--- src/rtl/ct_spsram_ctrl_pkg.sv ---
// Shared types and constants for the 256x196 single-port SRAM controller.
// FSM state encoding, SRAM pin idle levels and the array depth.
package ct_spsram_ctrl_pkg;

    localparam int DEPTH_ADDR_WIDTH = 8;
    localparam int DEPTH            = 2 ** DEPTH_ADDR_WIDTH;
    localparam int WORD_WIDTH       = 196;

    typedef enum logic {
        ST_INIT = 1'b0,
        ST_RUN  = 1'b1
    } state_t;

    // SRAM pins are active-low; these are the "no access" levels.
    localparam logic                  CEN_IDLE  = 1'b1;
    localparam logic                  GWEN_IDLE = 1'b1;
    localparam logic [WORD_WIDTH-1:0] WEN_IDLE  = '1;

endpackage

--- src/rtl/ct_spsram_256x196_ctrl_if.sv ---
// Bus bundle for the SRAM controller: read/write requester handshakes,
// flush/init status and the SRAM macro pins.
// master = requester/macro side, slave = controller side.
interface ct_spsram_256x196_ctrl_if #(
    parameter int ADDR_WIDTH = 8,
    parameter int DATA_WIDTH = 196
);

    logic                  flush_req;
    logic                  init_done;

    logic                  rd_vld;
    logic [ADDR_WIDTH-1:0] rd_addr;
    logic                  rd_rdy;
    logic                  rd_rvld;
    logic [DATA_WIDTH-1:0] rd_rdata;

    logic                  wr_vld;
    logic [ADDR_WIDTH-1:0] wr_addr;
    logic [DATA_WIDTH-1:0] wr_data;
    logic [DATA_WIDTH-1:0] wr_mask;
    logic                  wr_rdy;

    logic [ADDR_WIDTH-1:0] sram_a;
    logic                  sram_cen;
    logic                  sram_gwen;
    logic [DATA_WIDTH-1:0] sram_wen;
    logic [DATA_WIDTH-1:0] sram_d;
    logic [DATA_WIDTH-1:0] sram_q;

    modport slave (
        input  flush_req, rd_vld, rd_addr, wr_vld, wr_addr, wr_data, wr_mask, sram_q,
        output init_done, rd_rdy, rd_rvld, rd_rdata, wr_rdy,
        output sram_a, sram_cen, sram_gwen, sram_wen, sram_d
    );

    modport master (
        output flush_req, rd_vld, rd_addr, wr_vld, wr_addr, wr_data, wr_mask, sram_q,
        input  init_done, rd_rdy, rd_rvld, rd_rdata, wr_rdy,
        input  sram_a, sram_cen, sram_gwen, sram_wen, sram_d
    );

endinterface

--- src/rtl/ct_spsram_ctrl_rr_arb.sv ---
// Two-requester round-robin arbiter. req[0] = read, req[1] = write.
// A lone request is always granted; under contention the pointer decides
// and flips after each contended grant, so the two sides alternate.
module ct_spsram_ctrl_rr_arb (
    input  logic       clk,
    input  logic       rst,
    input  logic [1:0] req,
    output logic [1:0] gnt
);

    // 1 = write side wins the next contended cycle
    logic prefer_wr;

    // Grant selection: single requester passes through, contention uses pointer
    always_comb begin
        gnt = 2'b00;
        case (req)
            2'b01:   gnt = 2'b01;
            2'b10:   gnt = 2'b10;
            2'b11:   gnt = prefer_wr ? 2'b10 : 2'b01;
            default: gnt = 2'b00;
        endcase
    end

    // Pointer only moves when both sides were asking
    always_ff @(posedge clk or posedge rst) begin
        if (rst) begin
            prefer_wr <= 1'b1;
        end else if (&req) begin
            prefer_wr <= ~prefer_wr;
        end
    end

endmodule

--- src/rtl/ct_spsram_256x196_ctrl.sv ---
// Controller/arbiter in front of a 256x196 single-port SRAM macro.
// After reset or flush it sweeps INIT_DATA into every entry, then shares
// the port between a read and a write requester (round-robin).
// Optional: define CT_SPSRAM_CTRL_QREG_EN to register sram_q into rd_rdata
// (one extra cycle of read latency, rd_rdata holds between reads).
module ct_spsram_256x196_ctrl
    import ct_spsram_ctrl_pkg::*;
#(
    parameter int                    ADDR_WIDTH = 8,
    parameter int                    DATA_WIDTH = 196,
    parameter logic [DATA_WIDTH-1:0] INIT_DATA  = '0
) (
    input  logic                      CLK,
    input  logic                      RST,
    ct_spsram_256x196_ctrl_if.slave   bus
);

    localparam logic [ADDR_WIDTH-1:0] LAST_ADDR = '1;

    state_t                state, state_nxt;
    logic [ADDR_WIDTH-1:0] cnt, cnt_nxt;
    logic                  run;
    logic [1:0]            req, gnt;

    // read issued on the pins (p0), SRAM data present on sram_q (p1)
    logic                  rd_vld_p0;
    logic                  rd_vld_p1;

    assign run           = (state == ST_RUN);
    assign req           = {bus.wr_vld & run, bus.rd_vld & run};
    assign bus.rd_rdy    = gnt[0];
    assign bus.wr_rdy    = gnt[1];
    assign bus.init_done = run;

    ct_spsram_ctrl_rr_arb u_arb (
        .clk (CLK),
        .rst (RST),
        .req (req),
        .gnt (gnt)
    );

    // FSM state and init sweep counter
    always_ff @(posedge CLK or posedge RST) begin
        if (RST) begin
            state <= ST_INIT;
            cnt   <= '0;
        end else begin
            state <= state_nxt;
            cnt   <= cnt_nxt;
        end
    end

    // Next state: sweep one entry per cycle, flush restarts from entry 0
    always_comb begin
        state_nxt = state;
        cnt_nxt   = cnt;
        case (state)
            ST_INIT: begin
                if (bus.flush_req) begin
                    cnt_nxt = '0;
                end else begin
                    cnt_nxt = cnt + 1'b1;
                    if (cnt == LAST_ADDR) begin
                        state_nxt = ST_RUN;
                    end
                end
            end
            ST_RUN: begin
                if (bus.flush_req) begin
                    state_nxt = ST_INIT;
                    cnt_nxt   = '0;
                end
            end
            default: begin
                state_nxt = ST_INIT;
                cnt_nxt   = '0;
            end
        endcase
    end

    // ---- p0: register SRAM pins (init write, granted write/read, or idle)
    always_ff @(posedge CLK or posedge RST) begin
        if (RST) begin
            bus.sram_cen  <= CEN_IDLE;
            bus.sram_gwen <= GWEN_IDLE;
            bus.sram_wen  <= WEN_IDLE;
            bus.sram_a    <= '0;
            bus.sram_d    <= '0;
        end else if (!run) begin
            bus.sram_cen  <= 1'b0;
            bus.sram_gwen <= 1'b0;
            bus.sram_wen  <= '0;
            bus.sram_a    <= cnt;
            bus.sram_d    <= INIT_DATA;
        end else if (gnt[1]) begin
            bus.sram_cen  <= 1'b0;
            bus.sram_gwen <= 1'b0;
            bus.sram_wen  <= ~bus.wr_mask;
            bus.sram_a    <= bus.wr_addr;
            bus.sram_d    <= bus.wr_data;
        end else if (gnt[0]) begin
            bus.sram_cen  <= 1'b0;
            bus.sram_gwen <= GWEN_IDLE;
            bus.sram_wen  <= WEN_IDLE;
            bus.sram_a    <= bus.rd_addr;
        end else begin
            bus.sram_cen  <= CEN_IDLE;
            bus.sram_gwen <= GWEN_IDLE;
            bus.sram_wen  <= WEN_IDLE;
        end
    end

    // ---- p0/p1: read-valid pipeline tracking the SRAM's one-cycle access
    always_ff @(posedge CLK or posedge RST) begin
        if (RST) begin
            rd_vld_p0 <= 1'b0;
            rd_vld_p1 <= 1'b0;
        end else begin
            rd_vld_p0 <= run & gnt[0];
            rd_vld_p1 <= rd_vld_p0;
        end
    end

`ifdef CT_SPSRAM_CTRL_QREG_EN
    logic                  rd_vld_p2;
    logic [DATA_WIDTH-1:0] rd_rdata_p2;

    // ---- p2: capture sram_q and hold it until the next read returns
    always_ff @(posedge CLK or posedge RST) begin
        if (RST) begin
            rd_vld_p2   <= 1'b0;
            rd_rdata_p2 <= '0;
        end else begin
            rd_vld_p2 <= rd_vld_p1;
            if (rd_vld_p1) begin
                rd_rdata_p2 <= bus.sram_q;
            end
        end
    end

    assign bus.rd_rvld  = rd_vld_p2;
    assign bus.rd_rdata = rd_rdata_p2;
`else
    assign bus.rd_rvld  = rd_vld_p1;
    assign bus.rd_rdata = bus.sram_q;
`endif

endmodule

--- src/flat_wrapper.sv ---
// flat-port wrapper written by rule: the top's interface ports become plain ports
module ct_spsram_256x196_ctrl_flat import ct_spsram_ctrl_pkg::*;
#(
    parameter int                    ADDR_WIDTH = 8,
    parameter int                    DATA_WIDTH = 196,
    parameter logic [DATA_WIDTH-1:0] INIT_DATA  = '0
)
  (CLK, RST, bus_flush_req, bus_rd_vld, bus_rd_addr, bus_wr_vld, bus_wr_addr, bus_wr_data, bus_wr_mask, bus_sram_q, bus_init_done, bus_rd_rdy, bus_rd_rvld, bus_rd_rdata, bus_wr_rdy, bus_sram_a, bus_sram_cen, bus_sram_gwen, bus_sram_wen, bus_sram_d);
  ct_spsram_256x196_ctrl_if #(.ADDR_WIDTH(ADDR_WIDTH), .DATA_WIDTH(DATA_WIDTH)) bus_i ();
  input  logic CLK;
  input  logic RST;
  input wire logic [$bits(bus_i.flush_req)-1:0] bus_flush_req;
  input wire logic [$bits(bus_i.rd_vld)-1:0] bus_rd_vld;
  input wire logic [$bits(bus_i.rd_addr)-1:0] bus_rd_addr;
  input wire logic [$bits(bus_i.wr_vld)-1:0] bus_wr_vld;
  input wire logic [$bits(bus_i.wr_addr)-1:0] bus_wr_addr;
  input wire logic [$bits(bus_i.wr_data)-1:0] bus_wr_data;
  input wire logic [$bits(bus_i.wr_mask)-1:0] bus_wr_mask;
  input wire logic [$bits(bus_i.sram_q)-1:0] bus_sram_q;
  output wire logic [$bits(bus_i.init_done)-1:0] bus_init_done;
  output wire logic [$bits(bus_i.rd_rdy)-1:0] bus_rd_rdy;
  output wire logic [$bits(bus_i.rd_rvld)-1:0] bus_rd_rvld;
  output wire logic [$bits(bus_i.rd_rdata)-1:0] bus_rd_rdata;
  output wire logic [$bits(bus_i.wr_rdy)-1:0] bus_wr_rdy;
  output wire logic [$bits(bus_i.sram_a)-1:0] bus_sram_a;
  output wire logic [$bits(bus_i.sram_cen)-1:0] bus_sram_cen;
  output wire logic [$bits(bus_i.sram_gwen)-1:0] bus_sram_gwen;
  output wire logic [$bits(bus_i.sram_wen)-1:0] bus_sram_wen;
  output wire logic [$bits(bus_i.sram_d)-1:0] bus_sram_d;
  assign bus_i.flush_req = bus_flush_req;
  assign bus_i.rd_vld = bus_rd_vld;
  assign bus_i.rd_addr = bus_rd_addr;
  assign bus_i.wr_vld = bus_wr_vld;
  assign bus_i.wr_addr = bus_wr_addr;
  assign bus_i.wr_data = bus_wr_data;
  assign bus_i.wr_mask = bus_wr_mask;
  assign bus_i.sram_q = bus_sram_q;
  assign bus_init_done = bus_i.init_done;
  assign bus_rd_rdy = bus_i.rd_rdy;
  assign bus_rd_rvld = bus_i.rd_rvld;
  assign bus_rd_rdata = bus_i.rd_rdata;
  assign bus_wr_rdy = bus_i.wr_rdy;
  assign bus_sram_a = bus_i.sram_a;
  assign bus_sram_cen = bus_i.sram_cen;
  assign bus_sram_gwen = bus_i.sram_gwen;
  assign bus_sram_wen = bus_i.sram_wen;
  assign bus_sram_d = bus_i.sram_d;
  ct_spsram_256x196_ctrl #(.ADDR_WIDTH(ADDR_WIDTH), .DATA_WIDTH(DATA_WIDTH), .INIT_DATA(INIT_DATA)) u_core (.CLK(CLK), .RST(RST), .bus(bus_i));
endmodule
--- config.mk ---
export PLATFORM = sky130hd
export DESIGN_NAME = ct_spsram_256x196_ctrl_flat
export DESIGN_NICKNAME = d
export VERILOG_FILES = /design/src/rtl/ct_spsram_ctrl_pkg.sv /design/src/rtl/ct_spsram_256x196_ctrl_if.sv /design/src/rtl/ct_spsram_ctrl_rr_arb.sv /design/src/rtl/ct_spsram_256x196_ctrl.sv /design/src/flat_wrapper.sv
export SDC_FILE = /design/constraint.sdc
export NUM_CORES = 1
export LEC_CHECK = 0
export ABC_AREA = 1
export CORE_AREA = 2 2 470 472
export DETAILED_ROUTE_END_ITERATION = 8
export DIE_AREA = 0 0 472 474
export GPL_ROUTABILITY_DRIVEN = 0
export PLACE_DENSITY = 0.3
export SKIP_CTS_REPAIR_TIMING = 1
export SLEW_MARGIN = 20
export SYNTH_ARGS = -nofsm -noshare
export SYNTH_HDL_FRONTEND = slang
export SYNTH_SLANG_ARGS = --single-unit
--- constraint.sdc ---
create_clock -name CLK -period 18.09 [get_ports CLK]
set_input_delay 2.7135 -clock CLK [delete_from_list [all_inputs] [get_ports CLK]]
set_output_delay 2.7135 -clock CLK [all_outputs]
set_load 0.01 [all_outputs]
Word level (Yosys, flattened, before mapping) --
Index checks and enable logic that the tools add are counted. Widths: inputs -> output; s select.
Word-level totals: register bits 414, output and inout bits 602, word-level logic and storage cells 46
Cells by class: reduce and logical (&&, ||, !) cells 1, equality and inequality tests 7, $add $sub $neg 1, muxes and demuxes 21, bitwise gates (word level) 6
Operators by type and width (number):
- $mux 196 | 4
- $not 196->196 | 1
- $mux 8 | 5
- $pmux 8 s2 | 1
- $add 8x1->8 const B | 1
- $eq 8x8->1 const B | 1
- $mux 1 | 8
- $pmux 2 s3 | 1
- $eq 2x2->1 const B | 2
- $ne 2x2->1 const B | 2
- $and 1x1->1 | 3
- $ne 3x3->1 const B | 1
- $eq 2x1->1 const B | 1
- $mux 2 | 1
- $not 1->1 | 2
- $pmux 1 s2 | 1
- $reduce_and 2->1 | 1

Longest topological paths before layout --
depth after elaboration 6, depth in mapped cells 9, depth with buffers taken out 7

Cells and area by module --
Synthesis repeated with hierarchy kept, for this count alone.
Second synthesis, totals: cells, all modules 1637, area total of the unflattened synthesis 16579.7 µm²
By module, submodules not included:
- ct_spsram_256x196_ctrl | seq. area each 10582.6 µm², instances 1, area each 16514.6 µm², cells each 1628
- ct_spsram_ctrl_rr_arb | seq. area each 26.3 µm², instances 1, area each 65.1 µm², cells each 9

Worst setup path after synthesis --
Ideal clock, no wire load.
path type input -> output, start input port bus_wr_vld, end output port bus_wr_rdy, path buffers 1, path slack 12.141 ns, cell stages on the path 5, arrival 3.236 ns, cells stage by stage nand2_2 > clkinv_4 > nand2_4 > inv_2 > buf_2
On the way: cells in the longest elaborated chain, start to end 3
Ends and longest elaborated chain:
- start: declaration | line flat_wrapper.sv:15 | input wire logic [$bits(bus_i.wr_vld)-1:0] bus_wr_vld;
- $and 1x1->1 * | line ct_spsram_256x196_ctrl.sv:30 | assign req = {bus.wr_vld & run, bus.rd_vld & run};
- $eq 2x2->1 or $eq 2x1->1 (tied branches) | line ct_spsram_ctrl_rr_arb.sv:17 | case (req)
- $pmux 2 s3 * | line ct_spsram_ctrl_rr_arb.sv:17
- end: declaration | line flat_wrapper.sv:24 | output wire logic [$bits(bus_i.wr_rdy)-1:0] bus_wr_rdy;
Every way passes the cells marked *; elsewhere a longest branch is shown, timed or not.

Worst setup path in the final report --
Ends and elaborated chain as after synthesis.

==> metrics.cfg <==
[run_status]
status = finished clean

[worst_setup_path]
criticalPathCategory = in2out
endpoint_kind = primary output
r2r-start = u_core.bus.init_done$_DFF_PP0_
crit_fanout = 31
cp.required_ns = 15.38
rrSetupSlack_ns = 14.01
cp.arrival_ns = 4.64
crit_path_start_kind = primary input
reg2reg_depth = 9
r2r_end = u_core.bus.sram_d[5]$_DFFE_PP0P_

[pwr]
pwr-share-clk_pct = 54.0
combPwrFrac_pct = 5.4
p_int_uw = 1740
switching_share_pct = 24.0
powerDensity_nw_per_um2 = 80.7
leakagePower_uw = 0.0115
power_frac_seq_pct = 40.6
power_switching_uw = 550
vdd_drop_max_uv = 74.9

[routing]
routed-via-count = 13700
firstDrtPassIters = 4
postRouteAntennaNets = 0
drt_iter0_markers = 633
routed_wl_um = 119000
wl_per_cell_um = 23.0
vias_per_cell = 2.65
drc = 0

[timing]
rsz0062_at_grt = no
finalClockSkew_ns = 0.0218
worst_hold_slack_ns = 0.378
worst_pin_slew_ns = 1.18
setup_viol = 0
fin_crit_sh_pct = 40.6
setup_slack_ns = 10.74
slew_headroom_pct = 20.2
max_freq_mhz = 136
min_period_ns = 7.35
report.final.slew_viol_count = 0
setup_tns_ns = 0
hold_viol = 0

[synth]
synth_warnings = 0
synth_nets = 2232
synth.cell_area_um2 = 16400
ys_ff_latch = 414
syn_inst = 1622
yosysSeqAreaShare_pct = 64.8
yosysUniqueCellTypes = 24
syn_avg_cell_area_um2 = 10.1

[worst_hold_path]
min_to = u_core.bus.rd_rvld$_DFF_PP0_
min_from = u_core.rd_vld_p0$_DFF_PP0_
hold_class = reg2reg
hold_path_depth = 0

[clock_tree]
cts_tree = yes
cts_buffers = 60
htreeDepth = 2
clkSinkCount = 414
clk_latency_ns = 0.68
cts-root-buf = clkbuf_16
cts_buffer_depth = 3
clkTransAtPathRegs_ns = 0.05

[global_route]
grt_pass1_wl_um = 153000
antenna_found_initial = 38
grt_pass1_vias = 14600
gr-total-overflow = 0
track_usage_pct = 10.3
grt_max_degree = 129

[finish]
fin_util_pct = 13.0
nNetsFinal = 2843
drive_above_1_share_pct = 13.9
syn_to_final_growth_pct = 73.5

[die]
die_area_um2 = 224000
die_h_um = 474
start_util_pct = 7.49
coreArea_um2 = 219000
die_x_um = 472
io-pin-count = 1211
placementRows = 172

[run]
drv_cap = 0

[place]
dp_hpwl_um = 93900
port_buffers = 818
dpl_worst_slack_ns = 10.63

==> how the worst max path moves through the flow <==
| stage | to | slack, ns | start |
|---|---|---|---|
| 5_1_grt | bus_wr_rdy | 10.56 | bus_wr_vld |
| 2_1_floorplan | u_core.bus.init_done$_DFF_PP0_ | 4.18 | RST |
| 3_5_place_dp | bus_wr_rdy | 10.63 | bus_wr_vld |
| 6_report | bus_wr_rdy | 10.74 | bus_wr_vld |
| 4_1_cts | bus_wr_rdy | 10.62 | bus_wr_vld |
| 3_3_place_gp | bus_wr_rdy | 10.65 | bus_wr_vld |
==> worst max-delay path: stages <==
cell	delay (ns)
clkdlybuf4s50_1	0.56
nand2_2	0.11
clkinv_4	0.14
nand2_4	0.14
inv_6	0.32
clkdlybuf4s50_1	0.62
==> synthesized netlist by cell type <==
master / instances / share of area, %
o31ai_1: 1 / 0.046
nand4_1: 2 / 0.076
nand3_1: 22 / 0.67
xor2_1: 1 / 0.053
inv_4: 1 / 0.038
nand2_1: 614 / 14
ha_1: 1 / 0.076
buf_2: 42 / 1.3
o21ai_1: 3 / 0.092
inv_1: 35 / 0.80
nand2_2: 1 / 0.038
dfstp_2: 199 / 32
nand2_4: 3 / 0.21
buf_4: 213 / 9.8
inv_2: 3 / 0.069
dfrtp_1: 215 / 33
clkbuf_1: 28 / 0.64
nor3_1: 3 / 0.092
o21ai_0: 199 / 6.1
a21oi_1: 15 / 0.46
clkinv_4: 1 / 0.053
buf_6: 2 / 0.14
a211oi_1: 2 / 0.092
nor2_1: 16 / 0.37
==> kinds of logic (layout without fill, tap and decap cells) <==
kind of cell               count (synthesis)  count (layout)  synth area share, %
buffers and inverters                    325             986                 12.8
other                                      0               7                    0
xor gates and xnor gates                   1               1               0.0535
and+or+nand+nor                          661             661                 15.5
AOI/OAI and AO/OA                        220             220                 6.77
adders and majority gates                  1               1               0.0764
DFF                                      414             414                 64.8
==> flip-flops by register name (all words and copies together) (netlist names) <==
name                    count
u_core.bus.sram_cen         1
u_core.cnt                  8
u_core.bus.sram_a           8
u_core.u_arb.prefer_wr      1
u_core.bus.sram_wen       196
u_core.bus.sram_d         196
u_core.bus.init_done        1
u_core.rd_vld_p0            1
u_core.bus.rd_rvld          1
u_core.bus.sram_gwen        1
==> layout by cell type (no fill, tap or decap), drive strengths merged, types with 2 or more instances in the layout <==
cell and n:
nor2 16, dfstp 199, bufinv 4, diode 7
dfrtp 215, o21ai 202, nor3 3, nand4 2
a211oi 2, nand3 22, a21oi 15, buf 16
clkbuf 93, nand2 618, inv 41, clkdlybuf4s50 818
clkinv 13
==> power groups by stage <==
stage	logic [uW]	clock network, uW	registers, uW
6_report	124	1240	931
5_1_grt	135	1340	931
4_1_cts	129	1310	931
3_5_place_dp	128	0	946
3_3_place_gp	129	0	946
2_1_floorplan	62.0	0	946
==> routing by layer <==
layer  GRT usage, %  share of wire (%)  vias up
li1               -                  -     6109
met1           10.7                 36     6594
met2           18.3                 51      654
met3           3.89                8.7      308
met4           4.42                4.5       28
met5              0               0.15        -
==> through the flow <==
step           total power (uW)  instance area [um2]  cells
4_1_cts                    2370                28400   5154
6_report                   2290                28400   5161
3_3_place_gp               1070                26400   5042
3_5_place_dp               1070                26400   5042
5_1_grt                    2410                28400   5155
2_1_floorplan              1010                16400   1622
==> area by class of cell <==
class,instances,area [um2]
inverters,40,178
well taps,2871,3590
diodes,7,17.5
fillers,24900,190000
clock inverters,19,233
repair buffers,834,8320
flip-flops and latches,414,10600
clock buffers,93,1790
multi-input cells,883,3680
(Power assumes the default switching activity.)
